[config.mk]
export PLATFORM = sky130hd
export DESIGN_NAME = pipeline_hazard_ctrl
export DESIGN_NICKNAME = d
export VERILOG_FILES = /design/src/rtl/pipeline_hazard_ctrl.sv
export SDC_FILE = /design/constraint.sdc
export NUM_CORES = 1
export LEC_CHECK = 0
export BUFFER_PORTS_ARGS = -buffer_cell sky130_fd_sc_hd__buf_2
export CORE_ASPECT_RATIO = 0.9
export CORE_MARGIN = 2
export CORE_UTILIZATION = 56
export DETAILED_ROUTE_END_ITERATION = 8
export PLACE_DENSITY = 0.94
export SYNTH_ARGS = -nofsm -noshare
export SYNTH_HDL_FRONTEND = slang
export SYNTH_SLANG_ARGS = --single-unit
export TNS_END_PERCENT = 1
[constraint.sdc]
create_clock -name clk -period 5 [get_ports clk]
set_clock_uncertainty 0.05 [all_clocks]
set_input_delay 0.75 -clock clk [delete_from_list [all_inputs] [get_ports clk]]
set_output_delay 0.75 -clock clk [all_outputs]
set_load 0.005 [all_outputs]
[src/rtl/pipeline_hazard_ctrl.sv]
// Hazard/sequencing controller for the 5-stage pipeline: per-cycle hold/flush controls, data-memory wait FSM and stats.
// Controls are combinational (effective at next edge); a data-memory wait freezes the whole pipe until ready or timeout.
module pipeline_hazard_ctrl #(
  parameter int TIMEOUT = 16,
  parameter int CNT_W   = 32
) (
  input  logic             clk,
  input  logic             reset,
  input  logic [4:0]       id_rs,
  input  logic [4:0]       id_rt,
  input  logic             id_uses_rs,
  input  logic             id_uses_rt,
  input  logic             id_branch,
  input  logic             ex_memread,
  input  logic             ex_regwrite,
  input  logic [4:0]       ex_dest,
  input  logic             mem_memread,
  input  logic [4:0]       mem_dest,
  input  logic             ex_redirect,
  input  logic             dmem_req,
  input  logic             dmem_ready,
  input  logic             stat_clr,
  output logic             pc_en,
  output logic             if_id_en,
  output logic             if_id_flush,
  output logic             id_ex_en,
  output logic             id_ex_flush,
  output logic             ex_mem_en,
  output logic             mem_wb_flush,
  output logic             mem_timeout_err,
  output logic [CNT_W-1:0] stall_cycles,
  output logic [CNT_W-1:0] flush_count
);

  localparam int WCW = (TIMEOUT > 1) ? $clog2(TIMEOUT) : 1;
  localparam logic [WCW-1:0] WAIT_LAST = WCW'(TIMEOUT - 1);

  typedef enum logic {RUN, WAIT} state_t;

  state_t         state, state_nxt;
  logic [WCW-1:0] wait_cnt, wait_cnt_nxt;
  logic           err_set;
  logic           match_ex, match_mem;
  logic           load_use, br_hz, abort, mem_stall, redirect_hon;

  // Register 0 is hardwired, so a zero destination can never create a hazard.
  always_comb begin
    match_ex  = (ex_dest != 5'd0) &&
                ((id_uses_rs && (id_rs == ex_dest)) || (id_uses_rt && (id_rt == ex_dest)));
    match_mem = (mem_dest != 5'd0) &&
                ((id_uses_rs && (id_rs == mem_dest)) || (id_uses_rt && (id_rt == mem_dest)));
  end

  assign load_use     = ex_memread && match_ex;
  assign br_hz        = id_branch && ((ex_regwrite && match_ex) || (mem_memread && match_mem));
  assign abort        = (state == WAIT) && (wait_cnt == WAIT_LAST);
  assign mem_stall    = dmem_req && !dmem_ready && !abort;
  assign redirect_hon = ex_redirect && !mem_stall;

  always_comb begin
    pc_en        = 1'b1;
    if_id_en     = 1'b1;
    if_id_flush  = 1'b0;
    id_ex_en     = 1'b1;
    id_ex_flush  = 1'b0;
    ex_mem_en    = 1'b1;
    mem_wb_flush = 1'b0;
    if (!reset) begin
      if (mem_stall) begin
        // Redirect is left alone here; ID/EX is held so it re-presents later.
        pc_en        = 1'b0;
        if_id_en     = 1'b0;
        id_ex_en     = 1'b0;
        ex_mem_en    = 1'b0;
        mem_wb_flush = 1'b1;
      end else if (ex_redirect) begin
        if_id_flush = 1'b1;
        id_ex_flush = 1'b1;
      end else if (load_use || br_hz) begin
        pc_en       = 1'b0;
        if_id_en    = 1'b0;
        id_ex_flush = 1'b1;
      end
    end
  end

  always_comb begin
    state_nxt    = state;
    wait_cnt_nxt = wait_cnt;
    err_set      = 1'b0;
    case (state)
      RUN: begin
        if (dmem_req && !dmem_ready) begin
          state_nxt    = WAIT;
          wait_cnt_nxt = WCW'(1);
        end
      end
      WAIT: begin
        if (dmem_ready || !dmem_req) begin
          state_nxt    = RUN;
          wait_cnt_nxt = '0;
        end else if (abort) begin
          state_nxt    = RUN;
          wait_cnt_nxt = '0;
          err_set      = 1'b1;
        end else begin
          wait_cnt_nxt = wait_cnt + WCW'(1);
        end
      end
      default: begin
        state_nxt    = RUN;
        wait_cnt_nxt = '0;
      end
    endcase
  end

  always_ff @(posedge clk) begin
    if (reset) begin
      state           <= RUN;
      wait_cnt        <= '0;
      mem_timeout_err <= 1'b0;
    end else begin
      state    <= state_nxt;
      wait_cnt <= wait_cnt_nxt;
      if (err_set) mem_timeout_err <= 1'b1;
    end
  end

  always_ff @(posedge clk) begin
    if (reset || stat_clr) begin
      stall_cycles <= '0;
      flush_count  <= '0;
    end else begin
      if (!pc_en && (stall_cycles != '1)) stall_cycles <= stall_cycles + 1'b1;
      if (redirect_hon && (flush_count != '1)) flush_count <= flush_count + 1'b1;
    end
  end

endmodule

Word-level counts from Yosys, hierarchy flattened

Index checks and enable logic that the tools add are counted.

Memories kept: 0
Memory bits (writable): 0
Input bits: 32
Bits in read-only memories: 0
Output and inout port bits: 72
Register bits: 70
Word-level logic and storage cells: 72
Latch bits: 0

Equality and inequality tests: 8
$mul: 0
Mux-type cells: 26
Order comparisons: 0
Bitwise logic cells: 1
Divide/modulo/power cells: 0
Shifts and indexed selects: 0
Reductions and logical operators: 29
$add $sub $neg: 3

Operators with widths:

| cell                                                             | count |
|---|---|
| 32-bit by 1-bit adder with 32-bit output (second input constant) | 2 |
| 32-bit != test (second input constant)                           | 2 |
| 1-bit two-way mux                                                | 21 |
| 5-bit == test                                                    | 4 |
| 1-bit logical AND                                                | 16 |
| 4-bit two-way mux                                                | 3 |
| 5-bit nonzero test                                               | 2 |
| 4-bit case mux with 2 select lines                               | 1 |
| 1-bit logical OR                                                 | 6 |
| 1-bit logical NOT                                                | 5 |
| 4-bit by 1-bit adder with 4-bit output (second input constant)   | 1 |
| 4-bit == test (second input constant)                            | 1 |
| 2-bit != test (second input constant)                            | 1 |
| 1-bit case mux with 2 select lines                               | 1 |
| 1-bit NOT                                                        | 1 |

Longest topological paths before layout

Word-level depth: 14
Depth in mapped cells: 10
Gate-level depth less buffers: 9

Worst setup path after synthesis

OpenSTA, ideal clock, no wires.

Path kind: input to output
Start: input ex_dest[1]
End: output pc_en
Path buffers: 1
Setup slack: 2.216 ns
Arrival: 1.984 ns
Stages: 6
Required time: 4.200 ns
Cells stage by stage: or4_1 > o21ai_0 > o21bai_1 > a21boi_1 > nor2_1 > buf_4

Longest elaborated chain between the ends: 12
Elaborated cells between the ends (all ways): 16
Classes of those cells: eq/ne: 2; mux: 4; reduce/logical: 10

Ends and longest elaborated chain:

| element                             | line | text |
|---|---|---|
| start, declared                     | 16   | `input logic [4:0] ex_dest,` |
| 5-bit == test                       | 49   | `((id_uses_rs && (id_rs == ex_dest)) \|\| (id_uses_rt && (id_rt == ex_dest)));` |
| 1-bit logical AND                   | 49   |  |
| 1-bit logical OR                    | 49   |  |
| 1-bit logical AND (*)               | 48   | `match_ex = (ex_dest != 5'd0) &&` |
| 1-bit logical AND                   | 55   | `assign br_hz = id_branch && ((ex_regwrite && match_ex) \|\| (mem_memread && match_mem));` |
| 1-bit logical OR                    | 55   |  |
| 1-bit logical AND                   | 55   |  |
| 1-bit logical OR (*)                | 79   | `end else if (load_use \|\| br_hz) begin` |
| 1-bit two-way mux (*) (4 in series) | -    |  |
| end, declared                       | 23   | `output logic pc_en,` |

Mark *: on every way between the ends. The rest lies on a longest branch, timed or not.

Final worst setup path

Start: input id_rs[1]
End: output pc_en

Longest elaborated chain between the ends: 12
Elaborated cells between the ends (all ways): 18
Classes of those cells: eq/ne: 2; mux: 4; reduce/logical: 12

Ends and longest elaborated chain:

| element                              | line   | text |
|---|---|---|
| start, declared                      | 9      | `input logic [4:0] id_rs,` |
| 5-bit == test (on tied branches)     | 49, 51 |  |
| 1-bit logical AND (on tied branches) | 49, 51 |  |
| 1-bit logical OR (on tied branches)  | 49, 51 |  |
| 1-bit logical AND (on tied branches) | 48, 50 |  |
| 1-bit logical AND                    | 55     |  |
| 1-bit logical OR                     | 55     |  |
| 1-bit logical AND                    | 55     |  |
| 1-bit logical OR (*)                 | 79     |  |
| 1-bit two-way mux (*)                | 79     |  |
| 1-bit two-way mux (*)                | 76     | `end else if (ex_redirect) begin` |
| 1-bit two-way mux (*)                | 69     | `if (mem_stall) begin` |
| 1-bit two-way mux (*)                | 68     | `if (!reset) begin` |

Marked as above.

==> impl_metrics.ini <==
[die]
die_w_um = 89.7
io_pins = 104
core_mm2 = 0.00648
initial_core_util_pct = 57.1
dieHeight_um = 81.1
num_rows = 28
dieArea_mm2 = 0.00728

[sta]
hold_slack_ns = 0.420
finalCritPeriodShare_pct = 60.8
setup_tns_ns = 0
worst_pin_slew_ns = 1.12
hold_viol = 0
rsz0062_at_grt = false
fmax_ghz = 0.329
period_minus_slack_ns = 3.04
setup_viol = 0
relSlewSlack_pct = 25.2
drv_slew = 0

[clocking]
cts_sinks = 70
clk_latency_ns = 0.34
path_clk_slew_ns = 0.07
htree_levels = 3
post-cts-setup-buffers = 0
cts_resized = 0
clockBufferDepth = 2
cts_buffers = 9
cts_tree = built
hold_buffers = 0
cts_root_buf = clkbuf_8

[synthesis]
synth_edf_count = 0
ys.flop_type = dfxtp_1
yosysMostFrequentCell = dfxtp_1
synthDominantCellAreaShare_pct = 37.9
synth_area_leaders = dfxtp_1 (38%), xor2_1 (9.2%), nor2_1 (5.7%), nand3_1 (4.1%), xnor2_1 (3.8%)
yosysSeqAreaShare_pct = 37.9
ys_top_cells_by_count = dfxtp_1 (70), nor2_1 (56), xor2_1 (39)
synthArstFlopShare_pct = 0
synth_cell_types = 48
postSynthRegisterBits = 70
synth_largest_area_cell = dfxtp_1
synthCells = 451
ys_warn_count = 0
synth_area_mm2 = 0.00370
syn_avg_cell_area_um2 = 8.21
syn-num-nets = 486

[setup_path]
cp.arrival_ns = 2.24
critPathKind = primary input to output pin
rrSetupSlack_ns = 2.20
reg2reg_from = wait_cnt[0]
reg2reg_to = stall_cycles[29]
cp-start-kind = primary input
cp-end-kind = output pin
cp_max_fo = 2
crit_required_ns = 4.20
r2r_cells = 6

[layout]
final_nets = 580
antenna_cells = 0
drive_gt1_share_pct = 23.3
area_growth_pct = 20.9
design_area_mm2 = 0.00448

[grt]
grt_pass1_wl_um = 15000
gr-total-overflow = 0
grt_usage_pct = 26.3
grt_max_degree = 60
grt_pass1_vias = 3364
antenna_found_initial = 0

[worst_hold_path]
hp-start = mem_timeout_err
holdCritPathClass = flop to flop
min_to = mem_timeout_err
hold_depth = 2

[placed_design]
dpl.hpwl_um = 6670
place_area_mm2 = 0.00423
place.gp.congestion = 0.940
io_buffers = 103

[run_status]
outcome = finished clean

[routing]
route.detailed.drc = 0
drtAntennaViolNets = 0
wl_um = 9340
wire_per_inst_um = 14.6
drt-initial-drc-count = 203
vias = 3698
firstDrtPassIters = 5
vias_per_cell = 5.78

[power]
p_leak_uw = 0.00175
p_per_area_mw_per_mm2 = 266
peakVddDrop_mv = 0.197

[flow_run]
cap_violations = 0
==> worst max-delay path by stage <==
stage / start / end / slack [ns] / cells after the start
global placement: ex_dest[1] / stall_cycles[1] / 1.81 / 8
finish: id_rs[1] / pc_en / 1.96 / 8
CTS: id_rs[1] / pc_en / 1.98 / 8
global route: ex_dest[1] / stall_cycles[7] / 1.86 / 8
floorplan: ex_dest[1] / pc_en / 2.22 / 6
detailed placement: ex_dest[1] / stall_cycles[1] / 1.71 / 8
==> registers in the layout (all words and copies together), names as in the netlist <==
| name | flops |
|---|---|
| stall_cycles | 32 |
| wait_cnt | 4 |
| state | 1 |
| flush_count | 32 |
| mem_timeout_err | 1 |
==> cell type report <==
class | instances | area [µm²]
Multi-Input combinational cell | 355 | 2170
Fill cell | 522 | 2010
Sequential cell | 70 | 1400
Timing Repair Buffer | 103 | 515
Clock buffer | 13 | 159
Tap cell | 90 | 113
Clock inverter | 3 | 90.1
Inverter | 6 | 22.5
==> critical path, stage by stage <==
cell and delay [ns]:
buf_2 0.12, xor2_1 0.15, nor4_1 0.31, and3_1 0.22, o21ai_0 0.11, a21boi_1 0.29
nor2_1 0.10, buf_2 0.17
==> report_power, final <==
part	total [µW]	switching, µW	internal (µW)
clock	564	204	360
combinational	67.7	41.3	26.4
sequential	561	1.91	559
==> kinds of logic after synthesis <==
logic type / synth area share (%)
AO/OA/AOI/OAI: 11.8
XOR/XNOR: 13.0
adder cells (fa/ha/maj): 1.01
buffers and inverters: 3.38
flip-flops: 37.9
multiplexers: 0.575
AND/OR/NAND/NOR: 32.4
==> stage by stage <==
step	instances	setup WS, ns	power [µW]	util [%]
2_1_floorplan	451	2.22	614	-
3_3_place_gp	624	1.81	638	65.2
3_5_place_dp	624	1.71	640	65.2
4_1_cts	640	1.98	1200	69.1
5_1_grt	640	1.86	1230	69.1
6_report	640	1.96	1190	69.1
==> layer usage <==
| layer | track usage, % | share of wire, % | vias to the layer above | wire, µm |
|---|---|---|---|---|
| li1 | - | - | 1814 | - |
| met1 | 32.3 | 43 | 1747 | 3980 |
| met2 | 44.6 | 50 | 129 | 4690 |
| met3 | 8.03 | 6.4 | 8 | 593 |
| met4 | 6.87 | 0.81 | 0 | 76 |
| met5 | 0 | 0 | - | 0 |
==> cell usage in the layout, fill, tap and decap left out, types with 2 or more instances in the layout <==
cell type / count
buf_2: 103
dfxtp_1: 70
nor2_1: 56
xor2_1: 39
nand2_1: 32
nand3_1: 30
a21oi_1: 25
or3_1: 19
nand4_1: 18
xnor2_1: 16
o21ai_0: 15
nor3_1: 13
and3_1: 12
and4_1: 11
clkbuf_8: 11
nor4_1: 9
or4_1: 8
o21ai_1: 8
o21a_1: 7
inv_1: 6
o31ai_1: 5
and2_1: 3
o211ai_1: 3
ha_1: 3
bufinv_16: 3
nor2b_1: 2
nor4_2: 2
clkbuf_1: 2
(Power assumes the default switching activity.)
